==> src/rtl/zx_tape_pkg.sv <==
// Shared types and constants for the ZX81/ZX80 tape player: FSM state encoding,
// pulse counts per bit value, the synthetic name byte and default timing.
package zx_tape_pkg;

    typedef enum logic [2:0] {
        ST_IDLE,
        ST_LEADER,
        ST_FETCH,
        ST_WAITD,
        ST_PULSE_H,
        ST_PULSE_L,
        ST_GAP,
        ST_FINISH
    } tape_state_t;

    localparam logic [3:0] PULSES_0  = 4'd4;
    localparam logic [3:0] PULSES_1  = 4'd9;
    localparam logic [7:0] NAME_BYTE = 8'hA6;

    localparam int DEF_PULSE_HI = 488;
    localparam int DEF_PULSE_LO = 488;
    localparam int DEF_BIT_GAP  = 4225;
    localparam int DEF_LEADER   = 3250000;

    localparam int LEAD_W = 22;
    localparam int CNT_W  = 16;

endpackage

==> src/rtl/zx_tape_bit_shaper.sv <==
// Turns one bit into its cassette waveform: 4 or 9 high/low pulses, with the
// final low phase stretched into the inter-bit gap. Counters advance on ce only.
module zx_tape_bit_shaper
    import zx_tape_pkg::*;
#(
    parameter int PULSE_HI = DEF_PULSE_HI,
    parameter int PULSE_LO = DEF_PULSE_LO,
    parameter int BIT_GAP  = DEF_BIT_GAP
) (
    input  logic clk_sys,
    input  logic reset,
    input  logic i_abort,
    input  logic i_ce,
    input  logic i_go,
    input  logic i_bit,
    output logic o_tape_out,
    output logic o_bit_done
);

    tape_state_t        r_phase;
    logic [CNT_W-1:0]   r_cnt;
    logic [3:0]         r_pulses;
    logic               r_tape;

    // Combinational so the byte FSM can react on the very ce that ends the gap.
    assign o_bit_done = (r_phase == ST_GAP) && i_ce && (r_cnt == CNT_W'(1));
    assign o_tape_out = r_tape;

    always_ff @(posedge clk_sys) begin
        if (reset || i_abort) begin
            r_phase  <= ST_IDLE;
            r_cnt    <= '0;
            r_pulses <= '0;
            r_tape   <= 1'b0;
        end else if (i_go) begin
            r_phase  <= ST_PULSE_H;
            r_cnt    <= CNT_W'(PULSE_HI);
            r_pulses <= i_bit ? PULSES_1 : PULSES_0;
            r_tape   <= 1'b1;
        end else if (i_ce) begin
            case (r_phase)
                ST_PULSE_H: begin
                    if (r_cnt == CNT_W'(1)) begin
                        r_tape   <= 1'b0;
                        r_pulses <= r_pulses - 4'd1;
                        if (r_pulses == 4'd1) begin
                            r_phase <= ST_GAP;
                            r_cnt   <= CNT_W'(BIT_GAP);
                        end else begin
                            r_phase <= ST_PULSE_L;
                            r_cnt   <= CNT_W'(PULSE_LO);
                        end
                    end else begin
                        r_cnt <= r_cnt - CNT_W'(1);
                    end
                end
                ST_PULSE_L: begin
                    if (r_cnt == CNT_W'(1)) begin
                        r_phase <= ST_PULSE_H;
                        r_cnt   <= CNT_W'(PULSE_HI);
                        r_tape  <= 1'b1;
                    end else begin
                        r_cnt <= r_cnt - CNT_W'(1);
                    end
                end
                ST_GAP: begin
                    if (r_cnt == CNT_W'(1)) begin
                        r_phase <= ST_IDLE;
                    end else begin
                        r_cnt <= r_cnt - CNT_W'(1);
                    end
                end
                default: begin
                end
            endcase
        end
    end

endmodule

==> src/rtl/zx_tape_player.sv <==
// Plays a .p image from the tape buffer as a real ZX81 cassette signal.
// Define ZX_TAPE_NAME_PREFIX_EN to emit the name byte 8'hA6 ahead of the image.
module zx_tape_player
    import zx_tape_pkg::*;
#(
    parameter int PULSE_HI = DEF_PULSE_HI,
    parameter int PULSE_LO = DEF_PULSE_LO,
    parameter int BIT_GAP  = DEF_BIT_GAP,
    parameter int LEADER   = DEF_LEADER,
    parameter int AW       = 14
) (
    input  logic          clk_sys,
    input  logic          reset,
    input  logic          ce,
    input  logic          start,
    input  logic          stop,
    input  logic [AW-1:0] length,
    output logic [AW-1:0] rd_addr,
    output logic          rd_req,
    input  logic [7:0]    rd_data,
    output logic          tape_out,
    output logic          busy,
    output logic          done
);

`ifdef ZX_TAPE_NAME_PREFIX_EN
    localparam logic NAME_EN = 1'b1;
`else
    localparam logic NAME_EN = 1'b0;
`endif

    tape_state_t        r_state;
    logic [AW-1:0]      r_len;
    logic [AW-1:0]      r_addr;
    logic               r_rd_req;
    logic               r_busy;
    logic               r_done;
    logic               r_go;
    logic               r_name;
    logic [7:0]         r_shift;
    logic [2:0]         r_bit_idx;
    logic [LEAD_W-1:0]  r_lead_cnt;

    logic               w_tape_out;
    logic               w_bit_done;
    logic [AW:0]        w_addr_inc;

    assign w_addr_inc = {1'b0, r_addr} + (AW+1)'(1);

    assign rd_addr  = r_addr;
    assign rd_req   = r_rd_req;
    assign tape_out = w_tape_out;
    assign busy     = r_busy;
    assign done     = r_done;

    zx_tape_bit_shaper #(
        .PULSE_HI (PULSE_HI),
        .PULSE_LO (PULSE_LO),
        .BIT_GAP  (BIT_GAP)
    ) u_shaper (
        .clk_sys    (clk_sys),
        .reset      (reset),
        .i_abort    (stop),
        .i_ce       (ce),
        .i_go       (r_go),
        .i_bit      (r_shift[7]),
        .o_tape_out (w_tape_out),
        .o_bit_done (w_bit_done)
    );

    always_ff @(posedge clk_sys) begin
        if (reset) begin
            r_state    <= ST_IDLE;
            r_len      <= '0;
            r_addr     <= '0;
            r_rd_req   <= 1'b0;
            r_busy     <= 1'b0;
            r_done     <= 1'b0;
            r_go       <= 1'b0;
            r_name     <= 1'b0;
            r_shift    <= '0;
            r_bit_idx  <= '0;
            r_lead_cnt <= '0;
        end else if (stop) begin
            r_state  <= ST_IDLE;
            r_rd_req <= 1'b0;
            r_busy   <= 1'b0;
            r_done   <= 1'b0;
            r_go     <= 1'b0;
        end else begin
            r_go     <= 1'b0;
            r_done   <= 1'b0;
            r_rd_req <= 1'b0;
            case (r_state)
                ST_IDLE: begin
                    if (start) begin
                        r_addr <= '0;
                        if (length != '0) begin
                            r_len      <= length;
                            r_busy     <= 1'b1;
                            r_name     <= NAME_EN;
                            r_lead_cnt <= LEAD_W'(LEADER);
                            r_state    <= ST_LEADER;
                        end else begin
                            r_done  <= 1'b1;
                            r_state <= ST_FINISH;
                        end
                    end
                end
                ST_LEADER: begin
                    if (ce) begin
                        if (r_lead_cnt == LEAD_W'(1)) begin
                            if (r_name) begin
                                r_shift   <= NAME_BYTE;
                                r_bit_idx <= 3'd7;
                                r_go      <= 1'b1;
                                r_state   <= ST_PULSE_H;
                            end else begin
                                r_rd_req <= 1'b1;
                                r_state  <= ST_FETCH;
                            end
                        end else begin
                            r_lead_cnt <= r_lead_cnt - LEAD_W'(1);
                        end
                    end
                end
                // rd_req is high for the whole FETCH cycle; data arrives during WAITD.
                ST_FETCH: r_state <= ST_WAITD;
                ST_WAITD: begin
                    r_shift   <= rd_data;
                    r_bit_idx <= 3'd7;
                    r_go      <= 1'b1;
                    r_state   <= ST_PULSE_H;
                end
                ST_PULSE_H: begin
                    if (w_bit_done) begin
                        if (r_bit_idx != 3'd0) begin
                            r_shift   <= {r_shift[6:0], 1'b0};
                            r_bit_idx <= r_bit_idx - 3'd1;
                            r_go      <= 1'b1;
                        end else if (r_name) begin
                            r_name   <= 1'b0;
                            r_rd_req <= 1'b1;
                            r_state  <= ST_FETCH;
                        end else if (w_addr_inc < {1'b0, r_len}) begin
                            r_addr   <= w_addr_inc[AW-1:0];
                            r_rd_req <= 1'b1;
                            r_state  <= ST_FETCH;
                        end else begin
                            r_done  <= 1'b1;
                            r_busy  <= 1'b0;
                            r_state <= ST_FINISH;
                        end
                    end
                end
                ST_FINISH: r_state <= ST_IDLE;
                default:   r_state <= ST_IDLE;
            endcase
        end
    end

endmodule

==> config.mk <==
export PLATFORM = sky130hd
export DESIGN_NAME = zx_tape_player
export DESIGN_NICKNAME = d
export VERILOG_FILES = /design/src/rtl/zx_tape_pkg.sv /design/src/rtl/zx_tape_bit_shaper.sv /design/src/rtl/zx_tape_player.sv
export SDC_FILE = /design/constraint.sdc
export NUM_CORES = 1
export LEC_CHECK = 0
export ABC_AREA = 0
export BUFFER_PORTS_ARGS = -buffer_cell sky130_fd_sc_hd__buf_2
export CAP_MARGIN = 25
export CORE_MARGIN = 1
export CORE_UTILIZATION = 47
export DETAILED_ROUTE_END_ITERATION = 6
export PLACE_DENSITY = 0.7
export REMOVE_ABC_BUFFERS = 1
export SYNTH_ARGS = -nofsm -noshare
export SYNTH_HDL_FRONTEND = slang
export SYNTH_SLANG_ARGS = --single-unit
==> constraint.sdc <==
create_clock -name clk_sys -period 3.2 [get_ports clk_sys]
set_input_delay 0.96 -clock clk_sys [delete_from_list [all_inputs] [get_ports clk_sys]]
set_output_delay 0.96 -clock clk_sys [all_outputs]
set_load 0.02 [all_outputs]
==> reports/metrics.yaml <==
max-cap-violations: 0
timing.final.crit_period_ns: 3.00
dp_cells: 785
cts_buffer_depth: 2
place_congestion: 0.872
avgViaCountPerCell: 5.66
syn_inst: 618
finalCritPeriodShare_pct: 93.8
final_max_slew_viol_count: 0
final-setup-viol-count: 0
multi_input_area_um2: 3090
max_stage_delay_ns: 0.40
cts.clk_slew.worst_paths_ns: 0.08
grt_pass1_wl_um: 19400
dp_hpwl_um: 8780
critical_path_class: "reg -> reg"
cpMaxStageDelayCell: "dfxtp_1"
core_area_um2: 10500
vias: 4526
synthDistinctLibCells: 71
grt_pass1_vias: 4161
tightest_slew_ns: 0.968
max_freq_mhz: 333
grt_start_max_net_pins: 26
arrival_ns: 3.26
start_kind: "flip-flop"
clk-insertion-delay-late_ns: 0.37
antenna_found_initial: 0
root_buffer: "clkbuf_8"
grt-ovfl-total: 0
area.sequential_um2: 1840
syn_avg_cell_area_um2: 8.35
synth_flop_cell: "dfxtp_1"
drt-initial-drc-count: 186
hold_class: "reg -> reg"
rsz0062_at_grt: "no"
ir_drop_mv: 0.345
p_leak_nw: 2.27
ant_nets: 0
row_count: 37
dieHeight_um: 107
numCtsBuffers: 9
ys_warn_count: 0
grtUsageTotal_pct: 21.4
async_flop_share_pct: 0
numPortBuffers: 44
layout.nets: 709
crit_path_max_fanout: 12
synth_area_um2: 5160
critical_path_required_ns: 3.46
syn_to_final_growth_pct: 11.3
clock_sinks: 92
cp_top_family: "compound AO/OA/AOI/OAI gates"
num_antenna_cells: 0
first_pass_iters: 4
status: "complete, no violations"
setup_tns_ns: 0
synth_edf_count: 0
io_pins: 45
postLayoutCoreUtil_pct: 54.7
initial_core_util_pct: 49.1
instances_no_fill: 800
hold_viol: 0
endpoint_kind: "flip-flop"
ys_seq_area_share_pct: 35.7
p_total_mw: 2.26
fin_skew_ns: 0.0102
drc: 0
holdBufCountCts: 0
avgRoutedWirePerCell_um: 14.7
htreeDepth: 3
wl_um: 11700
timing.hold.ws_ns: 0.456
path_buf_inv: 0
crit_chain: "ha_2, nand4_1, nor2_1, nand4_1, xnor2_1, ha_1, a21o_1, a21o_1, a211oi_2, o21a_1, o22ai_4, a221o_1"
cts_tree: "yes"
ys_ff_latch: 92
p_per_area_nw_per_um2: 393
final_layout_size_suffix_gt1_share_pct: 16.1
fillers: 962
max-slew-margin-rel_pct: 35.2
die_width_um: 107
dieArea_um2: 11400
## report_power, final
group          switching [mW]  internal, mW
logic                   0.164         0.125
clock network           0.384         0.378
registers              0.0291          1.18
total                   0.577          1.68
## flip-flops by register name (all words and copies together), names as in the netlist
signal and flops:
r_bit_idx 3, rd_req 1, u_shaper.o_tape_out 1, u_shaper.r_pulses 4, u_shaper.r_cnt 16, done 1, r_len 14, u_shaper.r_phase 3
rd_addr 14, r_shift 8, r_go 1, busy 1, r_state 3, r_lead_cnt 22
## tightest hold or removal path, delay by kind of cell (launching register included)
kind,cells,cell delay [ns]
and+or+nand+nor,1,0.05
DFF,1,0.32
AOI/OAI and AO/OA,1,0.05
## worst paths after layout
check / startpoint / end / slack, ns / cells past startpoint
setup reg to reg: rd_addr[0] / rd_addr[5] / 0.20 / 12
hold / removal: r_shift[2] / r_shift[2] / 0.46 / 2
setup / recovery: rd_addr[0] / rd_addr[5] / 0.20 / 12
hold reg to reg: r_shift[2] / r_shift[2] / 0.46 / 2
## cell families after synthesis
| logic type | synth area share, % |
|---|---|
| AOI/OAI and AO/OA | 19.2 |
| xor gates and xnor gates | 7.30 |
| adders and majority gates | 5.33 |
| buffers and inverters | 4.75 |
| DFF | 35.7 |
| muxes | 1.19 |
| and+or+nand+nor | 26.6 |
## stage by stage
stage	cell area [µm²]	worst slack [ns]
3_5_place_dp	5540	0.0962
4_1_cts	5730	0.0742
6_report	5740	0.197
2_1_floorplan	5030	0.154
3_3_place_gp	5540	0.187
5_1_grt	5740	0.0172
## cells in the final DEF, fill, tap and decap left out, types with 11 or more instances in the layout
cell	synthesis	final
inv_1	29	29
a21oi_1	57	57
xnor2_1	33	33
nand4_1	13	13
o21ai_0	12	12
dfxtp_1	92	91
a211oi_1	12	11
nor2_1	61	61
nor3_1	22	22
buf_2	4	44
buf_4	1	17
and3_1	14	14
ha_1	22	21
nand2_1	71	71
## cell usage after synthesis (6+ instances only)
library cell / instances / area (µm²)
a211oi_1: 12 / 90.1
inv_1: 29 / 109
dfxtp_1: 92 / 1840
a21o_1: 8 / 60.1
o21ai_0: 12 / 60.1
and3_1: 14 / 87.6
nand3_1: 9 / 45.0
clkbuf_1: 23 / 86.3
nor3_1: 22 / 110
xnor2_1: 33 / 289
nor2_1: 61 / 229
a221o_1: 9 / 90.1
or2_2: 7 / 43.8
nand4_1: 13 / 81.3
nor4_1: 8 / 50.1
a21oi_1: 57 / 285
nand2_1: 71 / 267
a22o_1: 6 / 52.6
ha_1: 22 / 275
xor2_1: 10 / 87.6
## layer usage
| layer | part of all wire, % | global-route usage [%] | vias up |
|---|---|---|---|
| met5 | 0 | 0 | - |
| met3 | 4.4 | 5.17 | 26 |
| met2 | 47 | 35.2 | 106 |
| li1 | - | - | 2313 |
| met1 | 46 | 27.1 | 2081 |
| met4 | 2.2 | 8.12 | 0 |
## layout make-up
class / instances / share of cell area [%]
clock buffers: 13 / 2.59
clock inverters: 2 / 0.610
inverters: 29 / 1.90
multi-input cells: 467 / 53.8
flip-flops and latches: 92 / 32.1
well taps: 136 / 2.96
repair buffers: 61 / 6.06
## what timing repair did
| action | in CTS | in global routing |
|---|---|---|
| setup endpoints to repair | 0 | 15 |
| setup buffers | 0 | 0 |
| gates resized for setup | 0 | 4 |
Power figures use the tool's default switching activity.
